==> config.mk <==
export PLATFORM = sky130hd
export DESIGN_NAME = io_input_conditioner
export DESIGN_NICKNAME = d
export VERILOG_FILES = /design/src/rtl/io_pkg.sv /design/src/rtl/debounce_chan.sv /design/src/rtl/io_input_conditioner.sv
export SDC_FILE = /design/constraint.sdc
export NUM_CORES = 1
export LEC_CHECK = 0
export BUFFER_PORTS_ARGS = -buffer_cell sky130_fd_sc_hd__buf_2
export CAP_MARGIN = 20
export CORE_MARGIN = 5
export CORE_UTILIZATION = 54
export CTS_BUF_LIST = sky130_fd_sc_hd__clkbuf_8
export CTS_CLUSTER_DIAMETER = 120
export DETAILED_ROUTE_END_ITERATION = 8
export MAX_ROUTING_LAYER = met4
export PLACE_DENSITY = 0.8
export SETUP_SLACK_MARGIN = 0.15
export SYNTH_ARGS = -nofsm -noshare
export SYNTH_HDL_FRONTEND = slang
export SYNTH_SLANG_ARGS = --single-unit
export TNS_END_PERCENT = 100
==> constraint.sdc <==
create_clock -name clk -period 2.47 [get_ports clk]
set_input_delay 0 -clock clk [delete_from_list [all_inputs] [get_ports clk]]
set_output_delay 0 -clock clk [all_outputs]
set_load 0.01 [all_outputs]
==> src/rtl/io_pkg.sv <==
// Shared constants and types for the board-input conditioner and its CPU bus decoder.
package io_pkg;

  localparam int NUM_BTN_DEF = 4;
  localparam int SW_W_DEF    = 16;

  localparam int BTN_U = 0;
  localparam int BTN_D = 1;
  localparam int BTN_L = 2;
  localparam int BTN_R = 3;

  // Byte offsets within the I/O window, decoded by the CPU bus.
  localparam logic [7:0] IO_OFF_BTN_LEVEL = 8'h00;
  localparam logic [7:0] IO_OFF_SW        = 8'h04;
  localparam logic [7:0] IO_OFF_STICKY    = 8'h08;
  localparam logic [7:0] IO_OFF_STICKY_CLR = 8'h0C;

  typedef struct packed {
    logic level;
    logic press;
    logic rel;
    logic sticky;
  } btn_stat_t;

endpackage

==> src/rtl/debounce_chan.sv <==
// One button channel: 2-flop sync, debounce counter, edge pulses, sticky flag.
// Auto-repeat pulses are added when AUTO_REPEAT_EN is defined.
module debounce_chan
  import io_pkg::*;
#(
  parameter int DEBOUNCE_CYC  = 16,
  parameter int REPEAT_DELAY  = 64,
  parameter int REPEAT_PERIOD = 16
) (
  input  logic      clk,
  input  logic      reset,
  input  logic      raw,
  input  logic      clr,
  output btn_stat_t stat
);

  localparam int CW = $clog2(DEBOUNCE_CYC);

  if (DEBOUNCE_CYC < 2) begin : g_bad_debounce
    $error("debounce_chan: DEBOUNCE_CYC must be >= 2");
  end
  if (REPEAT_DELAY < 1 || REPEAT_PERIOD < 1) begin : g_bad_repeat
    $error("debounce_chan: REPEAT_DELAY and REPEAT_PERIOD must be >= 1");
  end

  logic          s1, s2, level, press, rel, sticky;
  logic [CW-1:0] cnt;
  logic          accept, rise, fall, rpt_fire, press_set;

  assign accept    = (s2 != level) && (cnt == CW'(DEBOUNCE_CYC - 1));
  assign rise      = accept & s2;
  assign fall      = accept & ~s2;
  assign press_set = rise | rpt_fire;

`ifdef AUTO_REPEAT_EN
  localparam int RMAX = (REPEAT_DELAY > REPEAT_PERIOD) ? REPEAT_DELAY : REPEAT_PERIOD;
  localparam int RW   = (RMAX > 1) ? $clog2(RMAX) : 1;

  logic [RW-1:0] rcnt;
  logic          rphase; // 0: waiting out the initial delay, 1: periodic

  assign rpt_fire = level & ~accept &
                    (rcnt == (rphase ? RW'(REPEAT_PERIOD - 1) : RW'(REPEAT_DELAY - 1)));

  always_ff @(posedge clk or posedge reset) begin
    if (reset) begin
      rcnt   <= '0;
      rphase <= 1'b0;
    end else if (!level || accept) begin
      rcnt   <= '0;
      rphase <= 1'b0;
    end else if (rpt_fire) begin
      rcnt   <= '0;
      rphase <= 1'b1;
    end else begin
      rcnt   <= rcnt + 1'b1;
    end
  end
`else
  assign rpt_fire = 1'b0;
`endif

  always_ff @(posedge clk or posedge reset) begin
    if (reset) begin
      s1     <= 1'b0;
      s2     <= 1'b0;
      cnt    <= '0;
      level  <= 1'b0;
      press  <= 1'b0;
      rel    <= 1'b0;
      sticky <= 1'b0;
    end else begin
      s1    <= raw;
      s2    <= s1;
      press <= press_set;
      rel   <= fall;
      // A press landing on the same edge as a clear must survive it.
      sticky <= press_set | (sticky & ~clr);
      if (s2 == level) begin
        cnt <= '0;
      end else if (accept) begin
        level <= s2;
        cnt   <= '0;
      end else begin
        cnt <= cnt + 1'b1;
      end
    end
  end

  assign stat = '{level: level, press: press, rel: rel, sticky: sticky};

endmodule

==> src/rtl/io_input_conditioner.sv <==
// Board-input front end: NUM_BTN debounced button channels plus synchronised switches.
// Optional auto-repeat on held buttons is enabled by defining AUTO_REPEAT_EN.
module io_input_conditioner
  import io_pkg::*;
#(
  parameter int NUM_BTN       = NUM_BTN_DEF,
  parameter int SW_W          = SW_W_DEF,
  parameter int DEBOUNCE_CYC  = 16,
  parameter int REPEAT_DELAY  = 64,
  parameter int REPEAT_PERIOD = 16
) (
  input  logic               clk,
  input  logic               reset,
  input  logic [NUM_BTN-1:0] btn_raw,
  input  logic [SW_W-1:0]    sw_raw,
  input  logic               clr_we,
  input  logic [NUM_BTN-1:0] clr_mask,
  output logic [NUM_BTN-1:0] btn_level,
  output logic [NUM_BTN-1:0] btn_press,
  output logic [NUM_BTN-1:0] btn_release,
  output logic [NUM_BTN-1:0] btn_sticky,
  output logic [SW_W-1:0]    sw_sync
);

  logic [SW_W-1:0] sw_s1;
  btn_stat_t       stat [NUM_BTN];

  for (genvar i = 0; i < NUM_BTN; i++) begin : g_btn
    debounce_chan #(
      .DEBOUNCE_CYC (DEBOUNCE_CYC),
      .REPEAT_DELAY (REPEAT_DELAY),
      .REPEAT_PERIOD(REPEAT_PERIOD)
    ) u_chan (
      .clk  (clk),
      .reset(reset),
      .raw  (btn_raw[i]),
      .clr  (clr_we & clr_mask[i]),
      .stat (stat[i])
    );
    assign btn_level[i]   = stat[i].level;
    assign btn_press[i]   = stat[i].press;
    assign btn_release[i] = stat[i].rel;
    assign btn_sticky[i]  = stat[i].sticky;
  end

  // Switches are level inputs read by software; synchronise only.
  always_ff @(posedge clk or posedge reset) begin
    if (reset) begin
      sw_s1   <= '0;
      sw_sync <= '0;
    end else begin
      sw_s1   <= sw_raw;
      sw_sync <= sw_s1;
    end
  end

endmodule

# Yosys cells after proc, flatten, opt, wreduce, memory -nomap -nowiden
# Index checks and enable logic that the tools add are counted.
# Widths: inputs -> output; s select.
[op_classes] n_addsub=4 n_eq_ne=12 n_mux=8 bitwise_logic=32 n_reduce_logical=8
[op_table] cell="$mux 4" count=8
[op_table] cell="$add 4x1->4 const B" count=4
[op_table] cell="$and 1x1->1" count=16
[op_table] cell="$eq 4x4->1 const B" count=4
[op_table] cell="$not 1->1" count=12
[op_table] cell="$reduce_and 2->1" count=4
[op_table] cell="$eq 1x1->1" count=4
[op_table] cell="$logic_and 1x1->1" count=4
[op_table] cell="$ne 1x1->1" count=4
[op_table] cell="$or 1x1->1" count=4
[word_totals] register_bits=72 inputBits=27 word_cells=94

# Logic depth before layout (Yosys ltp)
[logic_depth] ltp_word=4 mapped_depth=4 mapped_depth_nobuf=4

# By module
# A second synthesis with hierarchy kept.
[hier_totals] cells_unflattened=161 area_unflattened_um2=2456.1
[modules_own_cells] module="debounce_chan" n_inst=4 cells_per_inst=31 area_per_inst_um2=406.6
[modules_own_cells] module="io_input_conditioner" n_inst=1 cells_per_inst=37 area_per_inst_um2=829.5

# Worst setup path after synthesis
# Ideal clock, no wire load.
[synth_timing] kind="register -> register" start="register g_btn[3].u_chan.cnt[0]" end="register g_btn[3].u_chan.level" t_arrival_ns=1.061 t_required_ns=2.345 path_slack_ns=1.285 stages_incl_launch_ff=4 n_path_buf=0 synth_period_minus_slack_ns=1.185 path_cell_list="dfrtp_1 ha_1 nand3_2 mux2_2"
[synth_between] elab_chain_len=3
[synth_rtl] item="start: declaration" line_no="debounce_chan.sv:27" source="logic [CW-1:0] cnt;"
[synth_rtl] item="start signal: assignment" line_no="debounce_chan.sv:85" source="cnt <= cnt + 1'b1;"
[synth_rtl] item="$eq 4x4->1" line_no="debounce_chan.sv:30" source="assign accept = (s2 != level) && (cnt == CW'(DEBOUNCE_CYC - 1));"
[synth_rtl] item="$logic_and 1x1->1" line_no="debounce_chan.sv:30"
[synth_rtl] item="$reduce_and 2->1 (no source line)"
[synth_rtl] item="end signal: assignment" line_no="debounce_chan.sv:68" source="level <= 1'b0;"
[synth_rtl] item="end signal: assignment" line_no="debounce_chan.sv:82" source="level <= s2;"
[synth_rtl] item="end: declaration" line_no="debounce_chan.sv:26" source="logic s1, s2, level, press, rel, sticky;"
# No other way between the ends.
# A chain may end at the register's enable or synchronous reset.

# Worst setup path after layout
# Ends and elaborated chain as after synthesis.

==> results.cfg <==
[run_status]
status = complete, no violations

[synthesis]
yosys_warnings = 0
synth_top_area_share_pct = 73.9
yosys.area.top_type = dfrtp_1
synthCells = 157
syn-num-nets = 188
ys_seq_area_share_pct = 73.9
synthTopCellsByArea = dfrtp_1, buf_4, xnor2_1
synthDistinctLibCells = 17
ys_seq_elements = 72
synth_area_per_cell_um2 = 15.5
synth_area_um2 = 2440

[timing]
tightest_slew_ns = 0.755
period_needed_ns = 1.27
final-setup-viol-count = 0
tns_ns = 0
finalWorstSetupSlack_ns = 1.20
slew_headroom_pct = 49.6
fin_skew_ns = 0.00807
maxSlewViolCount = 0
hold_ws_ns = 0.296
finalCritPeriodShare_pct = 51.6
hold_violations = 0
max_freq_ghz = 0.785
rsz0062_at_grt = false

[cells_and_area]
stdcell_count = 296
final_common_cell = dfrtp_1
top_regs = g_btn.u_chan.cnt: 16 flops, sw_s1: 16 flops, sw_sync: 16 flops
final_nets = 271
areaGrowthSynthToFinish_pct = 31.4
fin_area_um2 = 3200
layout-drive-gt1-share_pct = 35.2
final_cell_mix = dfrtp_1, buf_2, dlygate4sd3_1
diodes = 0

[floorplan]
fp.dieH_um = 77.2
start_util_pct = 56.0
ios = 59
core-area_um2 = 4350
rows = 24
dieArea_um2 = 5960
die_width_um = 77.2

[grt]
grt_antenna_before_repair = 0
grt_overflow = 0
grt_max_degree = 38
grt_pass1_wl_um = 7470
grt.total_usage_pct = 16.9
grt_pass1_vias = 1578

[placed_design]
hpwlAfterDp_um = 2650
port-buffer-count = 58
placed_area_um2 = 2690
dpl_worst_slack_ns = 1.22
dp.cells = 252
gp_congestion = 0.696

[clock_network]
cts_root_buf = clkbuf_8
cts_resized = 0
cts_setup_buffers = 0
cts.sinks = 72
cts_buffers = 9
cts_max_level = 3
clockBufferDepth = 2
clk_latency_ns = 0.34
cts_tree = built
clk_pin_slew_worst_paths_ns = 0.07

[critical_path]
cp.required_ns = 2.70
rrSetupSlack_ns = 1.20
path_class = flip-flop to flip-flop
crit_path_end_kind = flip-flop
worstPathMaxFanout = 4
crit_path_start_kind = flip-flop
worstPathArrival_ns = 1.51

[routing]
wl_per_cell_um = 15.0
highest_layer = met4
via_per_inst = 4.85
drt_wl_total_um = 4440
vias = 1436
dr_wl_met3_um = 352
ant_nets = 0
drt_iter0_markers = 86
routedLengthMet1_um = 1810
dr_wl_met2_um = 2150
drcViolationCount = 0
first_pass_iters = 4

[flow_run]
cap_violations = 0

[hold_path]
hp-class = input pin to flip-flop

[power]
leakagePower_nw = 1.58
powerDensity_nw_per_um2 = 755
ir_worst_vdd_mv = 0.669
==> repair_timing <==
item / 4_1_cts / 5_1_grt
hold buffers: 29 / 0
setup endpoints to repair: 0 / 0
endpoints found under the hold margin: 60 / 0
==> report_power, final <==
group	switching, mW	internal [mW]	total, mW
clock network	0.398	0.613	1.01
registers	0.0293	1.23	1.26
logic	0.0693	0.0798	0.149
==> stage by stage <==
step                      total power, mW  util (%)
after global placement               1.38      61.8
final                                2.42      73.6
after global routing                 2.52      73.6
after floorplan                      1.33         -
after detailed placement             1.39      61.8
after CTS                            2.44      73.6
==> cells in the mapped netlist <==
library cell,count
dfrtp_1,72
buf_4,16
a21oi_1,8
xnor2_1,8
nor3b_1,7
inv_1,5
a21o_1,4
ha_1,4
mux2_2,4
nand2_1,4
nand3_2,4
nand4b_1,4
nor2_1,4
nor2b_1,4
nor3b_2,4
o21ai_0,4
a311oi_1,1
==> kinds of logic after synthesis <==
group	Yosys count	share of synthesized area, %
flip-flops	72	73.9
adder cells (fa/ha/maj)	4	2.05
buffers and inverters	21	5.70
XOR/XNOR	8	2.87
AND/OR/NAND/NOR	31	9.55
AO/OA/AOI/OAI	17	4.06
multiplexers	4	1.85
==> critical path, stage by stage (launching register included) <==
cell and delay [ns]:
dfrtp_1 0.43, ha_1 0.29, nand3_2 0.12, mux2_2 0.33
==> layer usage <==
metal / vias up / global-route usage, %
met5: - / -
met4: 0 / 9.28
met3: 13 / 6.09
met2: 53 / 25.7
met1: 694 / 19.6
li1: 676 / -
==> cell type report <==
type / instances / area, um2
sequential: 72 / 1800
multi-input combinational: 64 / 497
timing repair buffer: 88 / 601
clock buffer: 11 / 151
fill: 263 / 1150
clock inverter: 4 / 68.8
inverter: 5 / 18.8
tap: 52 / 65.1
==> final timing paths <==
kind,startpoint,endpoint,cells after the start
setup / recovery,g_btn[3].u_chan.cnt[0]$_DFF_PP0_,g_btn[3].u_chan.level$_DFFE_PP0P_,3
setup reg to reg,g_btn[3].u_chan.cnt[0]$_DFF_PP0_,g_btn[3].u_chan.level$_DFFE_PP0P_,3
hold reg to reg,sw_s1[3]$_DFF_PP0_,sw_sync[3]$_DFF_PP0_,0
min in group asynchronous,reset,sw_s1[1]$_DFF_PP0_,3
hold / removal,sw_raw[0],sw_s1[0]$_DFF_PP0_,2
max in group asynchronous,reset,g_btn[0].u_chan.rel$_DFF_PP0_,4
No activity file was read; power rests on OpenSTA's default activity.
